File: src/rtl/datapath_pkg.sv
// Shared constants, encodings and the ALU operation decode for the datapath.
package datapath_pkg;

   localparam int unsigned XLEN       = 32;
   localparam int unsigned NREGS      = 32;
   localparam int unsigned DMEM_WORDS = 32;
   localparam int unsigned ROM_WORDS  = 32;
   localparam int unsigned ADDR_W     = 5;

   localparam logic [5:0] OP_RTYPE = 6'h00;
   localparam logic [5:0] OP_BEQ   = 6'h04;
   localparam logic [5:0] OP_ADDI  = 6'h08;
   localparam logic [5:0] OP_ANDI  = 6'h0C;
   localparam logic [5:0] OP_ORI   = 6'h0D;
   localparam logic [5:0] OP_LW    = 6'h23;
   localparam logic [5:0] OP_SW    = 6'h2B;

   localparam logic [5:0] FN_ADD = 6'h20;
   localparam logic [5:0] FN_SUB = 6'h22;
   localparam logic [5:0] FN_AND = 6'h24;
   localparam logic [5:0] FN_OR  = 6'h25;
   localparam logic [5:0] FN_XOR = 6'h26;
   localparam logic [5:0] FN_NOR = 6'h27;
   localparam logic [5:0] FN_SLT = 6'h2A;

   typedef enum logic [2:0] {
      ALU_ADD, ALU_SUB, ALU_AND, ALU_OR, ALU_XOR, ALU_NOR, ALU_SLT
   } alu_op_e;

   typedef enum logic [1:0] {
      SRCB_RT   = 2'b00,
      SRCB_ONE  = 2'b01,
      SRCB_SEXT = 2'b10,
      SRCB_ZEXT = 2'b11
   } srcb_e;

   typedef enum logic [1:0] {
      PCSRC_INC    = 2'b00,
      PCSRC_BRANCH = 2'b01,
      PCSRC_JUMP   = 2'b10,
      PCSRC_REG    = 2'b11
   } pcsrc_e;

   typedef struct packed {
      logic [5:0] opcode;
      logic [4:0] rs;
      logic [4:0] rt;
      logic [4:0] rd;
      logic [4:0] shamt;
      logic [5:0] funct;
   } instr_t;

   // Map opcode/funct to an ALU operation; anything unrecognised adds.
   function automatic alu_op_e alu_decode(input instr_t ins);
      alu_op_e op;
      op = ALU_ADD;
      if (ins.opcode == OP_RTYPE) begin
         case (ins.funct)
            FN_ADD:  op = ALU_ADD;
            FN_SUB:  op = ALU_SUB;
            FN_AND:  op = ALU_AND;
            FN_OR:   op = ALU_OR;
            FN_XOR:  op = ALU_XOR;
            FN_NOR:  op = ALU_NOR;
            FN_SLT:  op = ALU_SLT;
            default: op = ALU_ADD;
         endcase
      end else begin
         case (ins.opcode)
            OP_ADDI, OP_LW, OP_SW: op = ALU_ADD;
            OP_ANDI:               op = ALU_AND;
            OP_ORI:                op = ALU_OR;
            OP_BEQ:                op = ALU_SUB;
            default:               op = ALU_ADD;
         endcase
      end
      return op;
   endfunction

endpackage

File: src/rtl/datapath_alu.sv
// Main ALU: wrapping arithmetic, bitwise ops and signed set-less-than.
module alu
   import datapath_pkg::*;
(
   input  logic [XLEN-1:0] a,
   input  logic [XLEN-1:0] b,
   input  alu_op_e         op,
   output logic [XLEN-1:0] result,
   output logic            zero
);

   // Operation select and zero detect
   always_comb begin
      result = '0;
      case (op)
         ALU_ADD: result = a + b;
         ALU_SUB: result = a - b;
         ALU_AND: result = a & b;
         ALU_OR:  result = a | b;
         ALU_XOR: result = a ^ b;
         ALU_NOR: result = ~(a | b);
         ALU_SLT: result = XLEN'($signed(a) < $signed(b));
         default: result = a + b;
      endcase
      zero = (result == '0);
   end

endmodule

File: src/rtl/datapath.sv
// Single-cycle 32-bit word-addressed datapath driven by external control lines.
module datapath
   import datapath_pkg::*;
#(
   parameter logic [ROM_WORDS*XLEN-1:0] BANK0_INIT = '0,
   parameter logic [ROM_WORDS*XLEN-1:0] BANK1_INIT = '0
) (
   input  logic            clk,
   input  logic            reset,
   input  logic            SelectIns,
   input  logic            RegWrite,
   input  logic            RegDst,
   input  logic            ALUSrcA,
   input  logic [1:0]      ALUSrcB,
   input  logic            MemWrite,
   input  logic            MemtoReg,
   input  logic            BEQ,
   input  logic [1:0]      PCSrc,
   output logic [XLEN-1:0] pc_out,
   output logic [XLEN-1:0] instr_out,
   output logic [XLEN-1:0] alu_out
);

   logic [XLEN-1:0]   pc_q, pc_d;
   logic [XLEN-1:0]   regs_q [NREGS];
   logic [XLEN-1:0]   regs_d [NREGS];
   logic [XLEN-1:0]   dmem_q [DMEM_WORDS];
   logic [XLEN-1:0]   dmem_d [DMEM_WORDS];

   logic [ADDR_W-1:0] rom_addr;
   instr_t            ins;
   logic [XLEN-1:0]   rs_val, rt_val, imm_sext, imm_zext;
   logic [XLEN-1:0]   alu_a, alu_b, alu_res;
   logic              alu_zero;
   alu_op_e           alu_op;
   logic [XLEN-1:0]   pc_plus1, branch_tgt, dmem_rdata, wb_data;
   logic [4:0]        wr_addr;

   // Fetch, register read and ALU operand selection
   always_comb begin
      rom_addr = pc_q[ADDR_W-1:0];
      ins      = SelectIns ? instr_t'(BANK1_INIT[rom_addr*XLEN +: XLEN])
                           : instr_t'(BANK0_INIT[rom_addr*XLEN +: XLEN]);
      rs_val   = (ins.rs == '0) ? '0 : regs_q[ins.rs];
      rt_val   = (ins.rt == '0) ? '0 : regs_q[ins.rt];
      imm_sext = {{16{ins.rd[4]}}, ins.rd, ins.shamt, ins.funct};
      imm_zext = {16'h0000, ins.rd, ins.shamt, ins.funct};
      alu_a    = ALUSrcA ? rs_val : pc_q;
      case (srcb_e'(ALUSrcB))
         SRCB_RT:   alu_b = rt_val;
         SRCB_ONE:  alu_b = XLEN'(1);
         SRCB_SEXT: alu_b = imm_sext;
         default:   alu_b = imm_zext;
      endcase
      alu_op   = alu_decode(ins);
   end

   alu u_alu (
      .a      (alu_a),
      .b      (alu_b),
      .op     (alu_op),
      .result (alu_res),
      .zero   (alu_zero)
   );

   // Next PC, write-back and memory write; reads see pre-edge contents
   always_comb begin
      pc_plus1   = pc_q + XLEN'(1);
      branch_tgt = pc_plus1 + imm_sext;
      dmem_rdata = dmem_q[alu_res[ADDR_W-1:0]];
      wb_data    = MemtoReg ? dmem_rdata : alu_res;
      wr_addr    = RegDst ? ins.rd : ins.rt;
      regs_d     = regs_q;
      dmem_d     = dmem_q;
      case (pcsrc_e'(PCSrc))
         PCSRC_INC:    pc_d = pc_plus1;
         PCSRC_BRANCH: pc_d = (BEQ && alu_zero) ? branch_tgt : pc_plus1;
         PCSRC_JUMP:   pc_d = {pc_q[31:26], ins.rs, ins.rt, ins.rd, ins.shamt, ins.funct};
         default:      pc_d = rs_val;
      endcase
      if (RegWrite && (wr_addr != '0)) begin
         regs_d[wr_addr] = wb_data;
      end
      if (MemWrite) begin
         dmem_d[alu_res[ADDR_W-1:0]] = rt_val;
      end
   end

   // State update; synchronous reset clears PC, registers and data memory
   always_ff @(posedge clk) begin
      if (reset) begin
         pc_q   <= '0;
         regs_q <= '{default: '0};
         dmem_q <= '{default: '0};
      end else begin
         pc_q   <= pc_d;
         regs_q <= regs_d;
         dmem_q <= dmem_d;
      end
   end

   assign pc_out    = pc_q;
   assign instr_out = ins;
   assign alu_out   = alu_res;

endmodule

File: config.mk
export PLATFORM = sky130hd
export DESIGN_NAME = datapath
export DESIGN_NICKNAME = d
export VERILOG_FILES = /design/src/rtl/datapath_pkg.sv /design/src/rtl/datapath_alu.sv /design/src/rtl/datapath.sv
export SDC_FILE = /design/constraint.sdc
export NUM_CORES = 1
export LEC_CHECK = 0
export ABC_CLOCK_PERIOD_IN_PS = 3400
export CAP_MARGIN = 20
export CORE_UTILIZATION = 41
export CTS_BUF_LIST = sky130_fd_sc_hd__clkbuf_4
export CTS_CLUSTER_SIZE = 16
export DETAILED_ROUTE_END_ITERATION = 10
export PLACE_DENSITY = 0.91
export RECOVER_POWER = 100
export SLEW_MARGIN = 20
export SYNTH_ARGS = -nofsm -noshare
export SYNTH_HDL_FRONTEND = slang
export SYNTH_SLANG_ARGS = --single-unit
export TNS_END_PERCENT = 20
File: constraint.sdc
create_clock -name clk -period 3.4 [get_ports clk]
set_clock_uncertainty 0.15 [all_clocks]
set_input_delay 0.51 -clock clk [delete_from_list [all_inputs] [get_ports clk]]
set_output_delay 0.51 -clock clk [all_outputs]
set_load 0.005 [all_outputs]
# Word level (Yosys, flattened, before mapping)

Index checks and enable logic that the tools add are counted.

Register bits: 2080
Input bits: 13
Output and inout port bits: 96

Add/subtract/negate cells: 4
$lt $le $gt $ge: 7
Equality and inequality tests: 19
Shift operators: 1
Multiplexer cells: 27
Bitwise logic cells: 8
Reductions and logical operators: 11

Operators by type and width:

| cell                        | number |
|---|---|
| $bwmux 1024                 | 2 |
| $shiftx 1024x11->32 const A | 1 |
| $bmux 32 s5                 | 3 |
| $mux 32                     | 13 |
| $demux 32 s5                | 2 |
| $pmux 32 s3                 | 2 |
| $pmux 32 s6                 | 1 |
| $add 32x32->32              | 2 |
| $eq 6x6->1 const B          | 6 |
| $add 32x1->32 const B       | 1 |
| $and 32x32->32              | 1 |
| $logic_not 32->1            | 1 |
| $lt 32x32->1                | 1 |
| $not 32->32                 | 1 |
| $or 32x32->32               | 1 |
| $sub 32x32->32              | 1 |
| $xor 32x32->32              | 1 |
| $ge 6x6->1 const B          | 4 |
| $not 5->6                   | 4 |
| $pmux 3 s6                  | 1 |
| $eq 6x4->1 const B          | 2 |
| $lt 6x1->1 const B          | 2 |
| $logic_not 5->1             | 2 |
| $eq 3x3->1 const B          | 3 |
| other kinds (12)            | 19 |

# Depth between registers and ports, before layout

Depth after elaboration: 16
Gate-level depth with buffers: 11
Mapped depth without buffers: 7

# By module

From an unflattened synthesis, not the netlist that was laid out.

Cell total of the unflattened synthesis: 1213
Area total of the unflattened synthesis: 8284.2 um^2

Modules (own cells, without submodules):

| module   | times used | cells an instance | area each (um^2) |
|---|---|---|---|
| alu      | 1          | 966               | 6281.0 |
| datapath | 1          | 247               | 2003.2 |

# Worst setup path before layout

No wires, ideal clock.

Kind: input -> output
Start point: input port ALUSrcA
End point: output port alu_out[30]
Arrival time: 2787 ps
Path slack: -47 ps
Stages on the path: 10
Path through: buf_6 clkbuf_1 nor2b_1 ha_1 ha_1 nand3b_1 or4_1 buf_2 or4_1 a21oi_1

Cells in the longest elaborated chain, start to end: 4
Elaborated cells on any way between the ends: 8
Those cells by class: 2 x add/sub; 2 x mux; 4 x bitwise

RTL lines:

| what                                                   | line               | RTL |
|---|---|---|
| start: declaration                                     | datapath.sv:13     | `input logic ALUSrcA,` |
| $mux 32 *                                              | datapath.sv:48     | `alu_a = ALUSrcA ? rs_val : pc_q;` |
| branches (longest 2 deep; another with $add 32x32->32) | -                  |  |
| $pmux 32 s6 *                                          | datapath_alu.sv:15 | `case (op)` |
| end: declaration                                       | datapath.sv:21     | `output logic [XLEN-1:0] alu_out` |

Mark *: on every way between the ends.

# Worst setup path after layout

Start point: input port ALUSrcB[0]
End point: output port alu_out[24]

Cells in the longest elaborated chain, start to end: 5
Elaborated cells on any way between the ends: 11
Those cells by class: 2 x add/sub; 2 x eq/ne; 2 x mux; 4 x bitwise; 1 x reduce/logical

RTL lines:

| what                                                   | line               | RTL |
|---|---|---|
| start: declaration                                     | datapath.sv:14     | `input logic [1:0] ALUSrcB,` |
| $eq 2x2->1 (tied with other cells)                     | datapath.sv:49     | `case (srcb_e'(ALUSrcB))` |
| $pmux 32 s3 *                                          | datapath.sv:49     |  |
| branches (longest 2 deep; another with $add 32x32->32) | -                  |  |
| $pmux 32 s6 *                                          | datapath_alu.sv:15 |  |

Marks and branches as above.

==> flow_summary.ini <==
[run_status]
status = complete, but fails checks
violations = setup timing

[floorplanning]
fp.dieW_um = 82.64
dieArea_mm2 = 0.006829
coreArea_mm2 = 0.006314
rows = 29
start_util_pct = 42.23
die_h_um = 82.64
io_pins = 109

[route]
drc_errors = 0
drt_iter0_drc = 332
vias = 3009
wl_per_cell_um = 16.58
ant_nets = 0
avgViaCountPerCell = 5.731
dr.pass1.iters = 4
wirelength_um = 8707

[hold_path]
min-delay-start = pc_out[31]$_SDFFE_PP0P_
min_to = pc_out[31]$_SDFFE_PP0P_
worstHoldPathCells = 2
hold_class = register to register

[finish]
nFillCells = 564
final_core_util_pct = 59.91
final_area_mm2 = 0.003782
nNetsFinal = 463
largest_reg_flops = 32
syn_to_final_growth_pct = 41.86
drive_above_1_share_pct = 21.65
n_antenna_cell = 0

[clocking]
tritoncts = yes
ctsRootBufferMaster = clkbuf_4
clk_latency_ns = 0.37
cts.sinks = 32
clk_path_buf_depth = 2
cts_max_level = 2
cts_made_buffers = 5
clk_pin_slew_ns = 0.10
holdBufCountCts = 0

[logic_synthesis]
synth_seq_area_share_pct = 24.03
synth.top_cells.by_count = buf_4 (34), dfxtp_1 (32), nor2_1 (24)
synthesis.area_mm2 = 0.002666
synth.area.top_cells = dfxtp_1 (24%), buf_4 (9.6%), xnor2_1 (6.9%)
synth_edf_count = 0
yosysMostFrequentCell = buf_4
synthCells = 353
ys_warn_count = 0
synth.distinct_cells = 40
synth_top_area_share_pct = 24.03
synth_ff_type = dfxtp_1
syn_avg_cell_area_um2 = 7.553
synth-seq-cells = 32
synthArstFlopShare_pct = 0
synth_top_area_cell = dfxtp_1

[global_route]
grt_use_met2_pct = 43.77
antenna_found_initial = 0
grt_use_met1_pct = 30.00
grt_pass1_vias = 2768
grt_pass1_wl_um = 13260
grt_busiest_layer = met2
grt.overflow.total = 0
use_met3_pct = 5.604
grt_start_max_net_pins = 38
grt_use_total_pct = 25.39

[setup_path]
crit_path_start_kind = input pin
reg2reg_slack_ns = 0.66
reg2reg_to = pc_out[29]$_SDFFE_PP0P_
path_class = input pin to output pin
required_ns = 2.74
crit_start = ALUSrcB[0]
worstPathMaxFanout = 6
timing.rr.start = pc_out[7]$_SDFF_PP0_
arrival_ns = 2.76
rr_worst_depth = 5
end_kind = output pin

[place]
gp_congestion = 0.8836
placed_area_mm2 = 0.003453
port_buffers = 70
dp_slack_ns = -0.8146
dp_hpwl_um = 5476

[timing]
setup_viol = 2
fmax_ghz = 0.2926
worst_pin_slew_ns = 1.485
period_minus_slack_ns = 3.417
setup_slack_ns = -0.01712
maxSlewViolCount = 0
max_slew_margin_pct = 1.012
post-route-period-util_pct = 100.5
hold_viol = 0
rsz0062_at_grt = yes

[power]
p_per_area_mw_per_mm2 = 196.6
ir_drop_uv = 143.2
p_leak_nw = 1.492

[flow_run]
cap_violations = 0
==> layout make-up <==
cell class / count / area [µm²] / share of cell area (%)
Tap cell: 77 / 96.34 / 2.547
Sequential cell: 32 / 641.9 / 16.97
Inverter: 4 / 15.01 / 0.3970
Clock inverter: 3 / 42.54 / 1.125
Multi-Input combinational cell: 289 / 1962 / 51.87
Timing Repair Buffer: 115 / 987.2 / 26.10
Clock buffer: 5 / 37.54 / 0.9924
==> where the power goes <==
group	switching [mW]	leakage [nW]	internal (mW)
registers	0.000644	0.258	0.376
logic	0.0362	1.19	0.0240
clock network	0.154	0.0412	0.153
==> worst max-delay path, cell delays in order <==
cell and delay [ns]:
dlygate4sd2_1 0.20, nor2b_4 0.16, ha_4 0.16, ha_4 0.13, nand3b_1 0.12, or4_4 0.59, buf_6 0.16, buf_4 0.15
nor3_4 0.13, mux2_4 0.31, buf_2 0.13
==> cell usage in the layout, fill, tap and decap left out, types with 9 or more instances in the layout <==
cell type / count
o21ai_0: 13
conb_1: 32
nand2b_1: 9
clkbuf_1: 11
nor2_1: 24
clkdlybuf4s50_1: 32
nand3_1: 14
dfxtp_1: 31
xnor2_1: 20
dlygate4sd3_1: 17
a21oi_1: 15
nand2_1: 23
nor4_1: 10
nand4_1: 11
or3_1: 10
buf_4: 31
==> worst max-delay path by stage <==
stage	to	cells past startpoint
global placement	alu_out[30]	9
global route	alu_out[12]	9
detailed placement	alu_out[24]	10
finish	alu_out[24]	11
floorplan	alu_out[30]	10
CTS	alu_out[29]	8
==> stage by stage <==
| step | power [mW] | setup TNS (ns) | hold slack (ns) | cells |
|---|---|---|---|---|
| finish | 0.7437 | -0.02923 | 0.3577 | 525 |
| global route | 0.7715 | -0.4044 | 0.3876 | 525 |
| CTS | 0.7400 | -0.02797 | 0.3588 | 523 |
| detailed placement | 0.4402 | -10.41 | 0.3379 | 503 |
| global placement | 0.4384 | -8.941 | 0.3321 | 503 |
| floorplan | 0.4441 | 0 | 0.3123 | 384 |
==> kinds of logic (layout without fill, tap and decap cells) <==
logic type | count (synthesis) | after routing | synth area share, %
and+or+nand+nor | 171 | 171 | 36.74
xor gates and xnor gates | 25 | 25 | 8.212
AOI/OAI and AO/OA | 46 | 46 | 10.09
muxes | 12 | 12 | 4.693
DFF | 32 | 32 | 24.03
buffers and inverters | 63 | 127 | 14.69
other | 1 | 32 | 0.1406
adders and majority gates | 3 | 3 | 1.408
==> routing by layer <==
layer  part of all wire (%)  up-vias  wire [µm]
li1                       -     1375          -
met4                    3.3        0        287
met1                     39     1442       3433
met5                      0        -          0
met2                     50      159       4338
met3                    7.4       33        647
==> what timing repair did <==
action,4_1_cts,5_1_grt
pin swaps,10,8
cloned,0,0
gates resized for setup,68,20
buffers inserted,12,2
hold endpoints to repair,0,0
setup endpoints to repair,23,20
Power figures use the tool's default switching activity.
